## src/rtl/ack_bus_arbiter_rr.sv

```systemverilog
// ---------------------------------------------------------------------------
// ack_bus_arbiter_rr
//
// Purpose:
//   Arbitrates a shared acknowledge bus between NUM_SRC sources. It supports
//   two policies: round-robin (RR_MODE = 1) or fixed priority with index 0
//   highest (RR_MODE = 0). A grant lasts until one of three things happens:
//   the granted source pulses ack_done, the source withdraws its request, or
//   the grant reaches TIMEOUT cycles. A release always leaves at least one
//   idle cycle before the next grant.
//
// Ports:
//   clk          input             rising-edge clock
//   rst_n        input             asynchronous active-low reset
//   req          input  [NUM_SRC]  per-source request, held until granted
//   ack_done     input             end-of-transfer pulse from granted source
//   grant        output [NUM_SRC]  registered one-hot grant
//   grant_valid  output            OR of all grant bits
//   winner_id    output [ID_W]     index of the granted source (last value
//                                  is retained after release)
//   timeout_err  output            one-cycle pulse after a forced release
// ---------------------------------------------------------------------------
module ack_bus_arbiter_rr #(
  parameter int NUM_SRC = 4,
  parameter int ID_W    = 2,
  parameter int RR_MODE = 1,
  parameter int TIMEOUT = 16
) (
  input  logic               clk,
  input  logic               rst_n,
  input  logic [NUM_SRC-1:0] req,
  input  logic               ack_done,
  output logic [NUM_SRC-1:0] grant,
  output logic               grant_valid,
  output logic [ID_W-1:0]    winner_id,
  output logic               timeout_err
);

  typedef enum logic {
    IDLE  = 1'b0,
    GRANT = 1'b1
  } state_e;

  state_e             state_q, state_d;
  logic [NUM_SRC-1:0] grant_q, grant_d;
  logic [ID_W-1:0]    winner_q, winner_d;
  logic [ID_W-1:0]    rr_ptr_q, rr_ptr_d;
  logic [7:0]         cnt_q, cnt_d;
  logic               terr_q, terr_d;

  logic               pick_found;
  logic [ID_W-1:0]    pick_idx;
  logic [ID_W-1:0]    cand;
  logic               winner_req;
  logic               timeout_hit;
  logic               release_c;
  logic               forced_c;
  logic [ID_W-1:0]    next_ptr;

  // Winner search. In round-robin mode the scan starts at rr_ptr and wraps
  // modulo NUM_SRC; in fixed mode it starts at index 0. rr_ptr never holds a
  // value at or above NUM_SRC, so the modulo keeps every candidate in range.
  always_comb begin
    pick_found = 1'b0;
    pick_idx   = '0;
    cand       = '0;
    for (int k = 0; k < NUM_SRC; k++) begin
      if (RR_MODE != 0) begin
        cand = ID_W'((int'(rr_ptr_q) + k) % NUM_SRC);
      end else begin
        cand = ID_W'(k);
      end
      if (!pick_found && req[cand]) begin
        pick_found = 1'b1;
        pick_idx   = cand;
      end
    end
  end

  // Release conditions in GRANT. ack_done has priority over the timeout, so
  // a forced release is reported only when neither ack_done nor a withdrawal
  // explains the release.
  always_comb begin
    winner_req  = req[winner_q];
    timeout_hit = (cnt_q == 8'(TIMEOUT - 1));
    release_c   = (state_q == GRANT) && (ack_done || !winner_req || timeout_hit);
    forced_c    = (state_q == GRANT) && !ack_done && winner_req && timeout_hit;
    next_ptr    = (winner_q == ID_W'(NUM_SRC - 1)) ? '0 : winner_q + 1'b1;
  end

  // State register.
  always_ff @(posedge clk or negedge rst_n) begin
    if (!rst_n) begin
      state_q <= IDLE;
    end else begin
      state_q <= state_d;
    end
  end

  // Next-state logic.
  always_comb begin
    state_d = state_q;
    case (state_q)
      IDLE:    if (pick_found) state_d = GRANT;
      GRANT:   if (release_c)  state_d = IDLE;
      default: state_d = IDLE;
    endcase
  end

  // Output / datapath next values. The grant is built one-hot from the
  // search result. During GRANT everything is held until a release.
  always_comb begin
    grant_d  = grant_q;
    winner_d = winner_q;
    rr_ptr_d = rr_ptr_q;
    cnt_d    = cnt_q;
    terr_d   = 1'b0;
    case (state_q)
      IDLE: begin
        grant_d = '0;
        if (pick_found) begin
          grant_d[pick_idx] = 1'b1;
          winner_d          = pick_idx;
          cnt_d             = 8'd0;
        end
      end
      GRANT: begin
        if (release_c) begin
          grant_d  = '0;
          rr_ptr_d = next_ptr;
          cnt_d    = 8'd0;
          terr_d   = forced_c;
        end else begin
          cnt_d = cnt_q + 8'd1;
        end
      end
      default: begin
        grant_d = '0;
      end
    endcase
  end

  // Output and datapath registers.
  always_ff @(posedge clk or negedge rst_n) begin
    if (!rst_n) begin
      grant_q  <= '0;
      winner_q <= '0;
      rr_ptr_q <= '0;
      cnt_q    <= 8'd0;
      terr_q   <= 1'b0;
    end else begin
      grant_q  <= grant_d;
      winner_q <= winner_d;
      rr_ptr_q <= rr_ptr_d;
      cnt_q    <= cnt_d;
      terr_q   <= terr_d;
    end
  end

  assign grant       = grant_q;
  assign grant_valid = |grant_q;
  assign winner_id   = winner_q;
  assign timeout_err = terr_q;

endmodule

```

## config.mk

```make
export PLATFORM = sky130hd
export DESIGN_NAME = ack_bus_arbiter_rr
export DESIGN_NICKNAME = d
export VERILOG_FILES = /design/src/rtl/ack_bus_arbiter_rr.sv
export SDC_FILE = /design/constraint.sdc
export NUM_CORES = 1
export LEC_CHECK = 0
export BUFFER_PORTS_ARGS = -buffer_cell sky130_fd_sc_hd__buf_4
export CORE_AREA = 3 3 50 52
export DETAILED_ROUTE_END_ITERATION = 12
export DIE_AREA = 0 0 53 55
export PLACE_DENSITY = 0.77
export SYNTH_ARGS = -nofsm -noshare
export SYNTH_HDL_FRONTEND = slang
export SYNTH_SLANG_ARGS = --single-unit
```

## constraint.sdc

```tcl
create_clock -name clk -period 1.45 [get_ports clk]
set_input_delay 0.435 -clock clk [delete_from_list [all_inputs] [get_ports clk]]
set_output_delay 0.435 -clock clk [all_outputs]
set_load 0.03 [all_outputs]
```

==> summary.md, run 1 <==
| Metric | Value |
|---|---|
| Violated checks | `setup timing` |
| Clk buf depth | `2` |
| Die width | `53 µm` |
| Worst-margin pin slew | `0.304 ns` |
| Post-DRT Antenna Nets | `0` |
| Placed cell areas | `1330 µm²` |
| Fmax | `551 MHz` |
| Wire per inst | `14.7 µm` |
| Cell area after layout | `1470 µm²` |
| Max Cap Viol | `0` |
| Number of global-route vias before repair | `915` |
| Hold WC Path Type | `primary input to async pin` |
| Post-DR vias/cell | `5.44` |
| Initial antenna violation count | `0` |
| Largest net degree at the start of global routing | `19` |
| Ys Warns | `0` |
| Total grt overflow | `0` |
| Worst setup EP type | `output port` |
| Headroom to the max-slew limit | `79.5%` |
| PwrDens | `1700 nW/µm²` |
| Post-DP HPWL | `1.78 mm` |
| Worst r2r path cells | `5` |
| Hold Vio Cnt, Final | `0` |
| Synthesized area | `1010 µm²` |
| First-pass detailed-route iteration total | `4` |
| Clk_lat worst skew | `0.30 ns` |
| CTS tree | `yes` |
| First-pass GRT wire length | `4.08 mm` |
| Synth cell types | `36` |
| Synth Net Count | `104` |
| Most common cell after layout, fill and taps aside | `buf_4` |
| Wire length on met2 | `1.29 mm` |
| Routed length on met1 | `989 µm` |
| Layout cells sized above 1 | `53.2%` |
| Clock skew | `0.0161 ns` |
| Worst EP required | `1.02 ns` |
| Max-slew violations | `0` |
| Clk pin slew, worst setup/hold paths | `0.11 ns` |
| Leak | `0.696 nW` |
| Layout Utilization | `68.3%` |
| R2R Path Start | `cnt_q[7]` |
| Tcrit/Tclk final | `125%` |
| H-Tree Level Count | `1` |
| Input/output buffers | `14` |
| Die H | `55 µm` |
| Syn Area/Cell | `10.6 µm²` |
| Status | `finished with violations` |
| RSZ-0062 raised after global routing | `true` |
| Critical Path AT | `1.38 ns` |
| Maximum fanout along the worst path | `2` |
| Reg2reg end | `cnt_q[0]` |
| I/O pin count | `15` |
| Final hold slack | `0.529 ns` |
| Area delta synth->final | `45.5%` |
| Highest metal used | `met4` |
| Min Tclk post-route | `1.82 ns` |
| Final wirelength | `2.45 mm` |
| R2R Setup Slk | `-0.14 ns` |
| Gpl congestion | `0.776` |
| GRT Resource Usage Total | `19.5%` |
| Synth Instances | `95` |
| Metal3 WL | `139 µm` |
| Vias | `908` |
| Post-synthesis register bit count | `18` |
| Sequential fraction of the synthesis area | `44.7%` |
| Die Area | `2920 µm²` |
| Place WS | `-0.114 ns` |
| Final setup margin | `-0.366 ns` |
| Setup CP Type | `register to output port` |
| CORE AREA | `2150 µm²` |
| Row count | `17` |
| Worst setup SP type | `register` |
| Fin nets | `149` |
| Total Power | `2.50 mW` |
| CTS root buf | `clkbuf_4` |
| Ant. Diodes | `0` |
| Maximum VDD drop | `1570 µV` |
| Starting Density | `46.9%` |
| Most frequent cells in the layout | `buf_4 (34), dfrtp_1 (13), nand2_1 (9)` |
| Final setup violation count | `11` |
| CTS Buf Count | `3` |
| DR iter-0 viols | `19` |
| CTS Sinks | `18` |
| DRC viols | `0` |
## what timing repair did
item	in CTS	in global routing
pin swaps	6	8
hold buffers	1	0
hold endpoints to repair	9	0
buffers inserted	2	4
setup endpoints to repair	12	18
gates resized for setup	7	11
## report_power, final
part	internal (mW)	leakage (nW)	switching, mW	total, mW
registers	0.641	0.231	0.159	0.800
clock network	0.107	0.0150	0.157	0.263
logic	0.773	0.449	0.662	1.44
total	1.52	0.696	0.978	2.50
## cells in the mapped netlist
| library cell | n | area, µm² |
|---|---|---|
| inv_1 | 1 | 3.75 |
| ha_1 | 2 | 25.0 |
| o22ai_4 | 1 | 20.0 |
| a21o_1 | 2 | 15.0 |
| nor4_4 | 1 | 21.3 |
| o311ai_1 | 1 | 8.76 |
| xor2_1 | 1 | 8.76 |
| o21ai_0 | 3 | 15.0 |
| a21boi_2 | 2 | 22.5 |
| o211ai_1 | 1 | 7.51 |
| nand3_1 | 4 | 20.0 |
| nor2b_1 | 2 | 12.5 |
| or4_1 | 1 | 7.51 |
| and3_1 | 2 | 12.5 |
| nor2_1 | 6 | 22.5 |
| and2_4 | 1 | 8.76 |
| nand2b_1 | 3 | 18.8 |
| mux2i_1 | 3 | 30.0 |
| nor4_1 | 1 | 6.26 |
| a31oi_1 | 2 | 12.5 |
| and4b_1 | 1 | 10.0 |
| nand2_1 | 10 | 37.5 |
| o21a_1 | 1 | 7.51 |
| o2bb2ai_1 | 1 | 8.76 |
| a31o_2 | 2 | 17.5 |
| a21bo_2 | 1 | 10.0 |
| buf_6 | 1 | 11.3 |
| nand4_1 | 1 | 6.26 |
| or2_2 | 4 | 25.0 |
| mux2_2 | 3 | 33.8 |
| dfrtp_1 | 18 | 450 |
| nor3_1 | 2 | 10.0 |
| clkbuf_1 | 1 | 3.75 |
| nand3b_1 | 1 | 7.51 |
| a22o_1 | 7 | 61.3 |
| and3b_1 | 1 | 8.76 |
## worst max-delay path by stage
stage	slack, ns	depth (start not counted)	from	to
after floorplan	-0.09	4	winner_id[1]	rr_ptr_q[0]
after global placement	-0.11	6	req[0]	cnt_q[5]
after detailed placement	-0.11	5	req[3]	rr_ptr_q[1]
after CTS	-0.37	2	grant[0]	grant_valid
after global routing	-0.41	2	grant[2]	grant_valid
final	-0.37	2	grant[2]	grant_valid
## sequential cells by signal, summed over array words and instances, names as in the netlist
register and count:
cnt_q 8, grant 4, rr_ptr_q 2, state_q 1
timeout_err 1, winner_id 2
## cells by family after synthesis
group                    after synthesis  synth area share [%]
flip-flops                            18                  44.7
adder cells (fa/ha/maj)                2                  2.48
AND/OR/NAND/NOR                       41                  23.3
buffers and inverters                  3                  1.86
multiplexers                           6                  6.33
AO/OA/AOI/OAI                         24                  20.5
XOR/XNOR                               1                 0.869
## stage by stage
| step | instances | setup TNS (ns) |
|---|---|---|
| after floorplan | 95 | -0.441 |
| after global placement | 158 | -0.596 |
| after detailed placement | 158 | -0.821 |
| after CTS | 165 | -0.643 |
| after global routing | 167 | -2.07 |
| final | 167 | -1.29 |
## worst max-delay path, cell delays in order, from the launching register on
cell and delay (ns):
dfrtp_2 0.42, or4_4 0.51, buf_6 0.15
## per-layer routing
layer / GRT usage [%] / vias to the layer above
li1: - / 445
met1: 23.2 / 427
met2: 34.7 / 32
met3: 2.95 / 4
met4: 9.36 / 0
met5: 0 / -
## cell type report
type	count	area (µm²)
tap	28	35.0
timing repair buffer	42	344
clock buffer	4	26.3
sequential	18	457
inverter	1	3.75
multi-input combinational	74	602
fill	154	681
Note: power is estimated with default switching activity, not from simulation.
==> inputs of run 2 (changes only) <==
Settings changed: BUFFER_PORTS_ARGS -buffer_cell sky130_fd_sc_hd__buf_4 to not set, CORE_AREA 3 3 50 52 to 3 3 48 50, DIE_AREA 0 0 53 55 to 0 0 51 53, DONT_BUFFER_PORTS set to 1, PLACE_DENSITY 0.77 to 0.72.
==> run 2 against run 1 <==
Effect of this change:
- the run still ends with setup timing left
- wire length is 7.0% lower
- global-route usage is 0.91 points lower
- critical path depth is 1 lower
- via count is 5.5% lower
==> summary.md, run 2 (synthesis gave the netlist of run 1 again) <==
| Metric | Value |
|---|---|
| H-Tree Level Count | `1 (unchanged)` |
| Row count | `16 (-1)` |
| Clock skew | `0.00726 ns (-0.00885 ns)` |
| Fraction of power consumed by combinational cells | `54.0% (-3.4 points)` |
| Sequential power share | `33.6% (+1.6 points)` |
| Cell area after layout | `1360 µm² (-7.6%)` |
| CORE AREA | `1940 µm² (-9.6%)` |
| Headroom to the max-slew limit | `47.8% (-32 points)` |
| DR iter-0 viols | `16 (-3)` |
| First-pass GRT wire length | `3.78 mm (-7.4%)` |
| Hold WC Path Type | `primary input to register` |
| Largest net degree at the start of global routing | `19 (unchanged)` |
| Maximum VDD drop | `1500 µV (-4.7%)` |
| Worst-margin pin slew | `0.780 ns (+0.476 ns)` |
| Internal power | `1.48 mW (-3.0%)` |
| Fin nets | `131 (-12%)` |
| Kind of cell adding the most delay to the critical path | `simple AND/OR/NAND/NOR gates` |
| GRT Resource Usage Total | `18.6% (-0.91 points)` |
| Sw Ratio | `39.4% (+0.29 points)` |
| Leak | `0.620 nW (-11%)` |
| Final setup margin | `-0.281 ns (+0.0857 ns)` |
| Place WS | `-0.0933 ns (+0.0206 ns)` |
| Final setup violation count | `12 (+1)` |
| Worst EP required | `1.02 ns (about the same)` |
| RSZ-0062 raised after global routing | `true` |
| Die Area | `2700 µm² (-7.3%)` |
| Starting Density | `51.9% (+5.0 points)` |
| Most common cell after layout, fill and taps aside | `buf_4` |
| Clk pin slew, worst setup/hold paths | `0.10 ns (about the same)` |
| R2R Path Start | `winner_id[1]` |
| Maximum fanout along the worst path | `2 (unchanged)` |
| Area delta synth->final | `34.5%` |
| Vias | `858 (-5.5%)` |
| Crit. Startpoint | `grant[0]` |
| Wire per inst | `15.4 µm (+5.0%)` |
| Final wirelength | `2.28 mm (-7.0%)` |
| PwrDens | `1800 nW/µm² (+5.5%)` |
| CTS root buf | `clkbuf_4` |
| Max-slew violations | `0 (unchanged)` |
| First-pass detailed-route iteration total | `4 (unchanged)` |
| Clk buf depth | `2 (unchanged)` |
| Post-DRT Antenna Nets | `0 (unchanged)` |
| Clock power share | `12.4% (+1.9 points)` |
| Switching power | `0.961 mW (-1.8%)` |
| Die width | `51 µm (-3.8%)` |
| Worst setup SP type | `register` |
| Clk_lat worst skew | `0.30 ns (about the same)` |
| Layout Utilization | `69.8% (+1.5 points)` |
| Critical Path AT | `1.30 ns (-0.08 ns)` |
| Largest reg by FF count | `cnt_q` |
| Fmax | `578 MHz (+5.0%)` |
| Number of global-route vias before repair | `867 (-5.2%)` |
| Setup CP Type | `register to output port` |
| Hold Vio Cnt, Final | `0 (unchanged)` |
| Min Tclk post-route | `1.73 ns (-0.0857 ns)` |
| Initial antenna violation count | `0 (unchanged)` |
| DRC viols | `0 (unchanged)` |
| Total Power | `2.44 mW (-2.5%)` |
| Placed cell areas | `1190 µm² (-10%)` |
| Max Cap Viol | `0 (unchanged)` |
| Post-DP HPWL | `1.64 mm (-7.6%)` |
| CTS tree | `yes` |
| Violated checks | `setup timing` |
| Ant. Diodes | `0 (unchanged)` |
| Critical-path cell list | `or4_4` |
| Worst setup EP type | `output port` |
| Slowest stage delay, CP | `0.58 ns (+0.07 ns)` |
| CTS Sinks | `18 (unchanged)` |
| Buf+Inv Stages, Crit Path | `0 (-1)` |
| Input/output buffers | `0 (-14)` |
| Hold Path Origin | `req[0]` |
| Status | `finished with violations` |
| Tcrit/Tclk final | `119% (-5.9 points)` |
| Layout cells sized above 1 | `47.1% (-6.1 points)` |
| I/O pin count | `15 (unchanged)` |
| Post-DR vias/cell | `5.80 (+6.6%)` |
| Total grt overflow | `0 (unchanged)` |
| Largest register FFs | `8 (unchanged)` |
| Die H | `53 µm (-3.6%)` |
| Gpl congestion | `0.807 (+3.9%)` |
| Slowest CP cell | `or4_4` |
| Most frequent cells in the layout | `buf_4 (16), dfrtp_1 (13), a22o_1 (7), nand2_1 (7), buf_6 (7)` |
| CTS Buf Count | `3 (unchanged)` |
run 2: changes by cell type in the layout (fill, tap and decap cells not counted), moves of 2 or more:
| cell | change |
|---|---|
| buf_4 | -18 |
| nand2_1 | -2 |
| nand3_1 | +2 |
| nand3_2 | -2 |
run 2: timing repair:
item | 4_1_cts | 5_1_grt
pin swaps | 9 | 6
setup buffers | 4 | 1
gates resized for setup | 11 | 11
hold buffers | 1 | 0
hold endpoints to repair | 18 | 0
cloned | 0 | 0
setup endpoints to repair | 14 | 17
run 2: layout make-up:
class / instances / area, µm²
inverter: 1 / 3.75
multi-input combinational: 74 / 617
tap: 27 / 33.8
clock buffer: 4 / 36.3
fill: 138 / 586
timing repair buffer: 24 / 209
sequential: 18 / 457
run 2: per-stage QoR:
stage	hold slack, ns	setup TNS [ns]	cells
CTS	0.447	-1.10	148
global route	0.472	-1.81	148
floorplan	0.139	-0.441	95
global placement	0.140	-0.234	139
detailed placement	0.140	-0.538	139
finish	0.440	-0.832	148
run 2: metal layers:
metal / routed length [µm] / part of all wire [%] / GRT usage [%] / up-vias
li1: - / - / - / 411
met1: 986 / 43 / 23.3 / 415
met2: 1100 / 48 / 31.5 / 24
met3: 133 / 5.8 / 4.51 / 8
met4: 55 / 2.4 / 5.83 / 0
met5: 0 / 0 / 0 / -
run 2: path summary, 6_finish.rpt:
| kind | cells past startpoint | endpoint | slack, ns |
|---|---|---|---|
| worst max-delay path | 1 | grant_valid | -0.28 |
| worst min register to register | 2 | winner_id[0] | 0.58 |
| max in group asynchronous | 1 | winner_id[1] | 0.26 |
| min in group asynchronous | 1 | grant[1] | 0.65 |
| worst min-delay path | 3 | winner_id[0] | 0.44 |
| worst max register to register | 5 | cnt_q[5] | -0.11 |
run 2: power by group through the flow:
stage	clock (mW)	sequential (mW)	combinational (mW)
floorplan	0	0.924	0.644
global placement	0	0.790	1.06
detailed placement	0	0.802	1.08
CTS	0.308	0.795	1.21
global route	0.335	0.837	1.41
finish	0.303	0.818	1.32
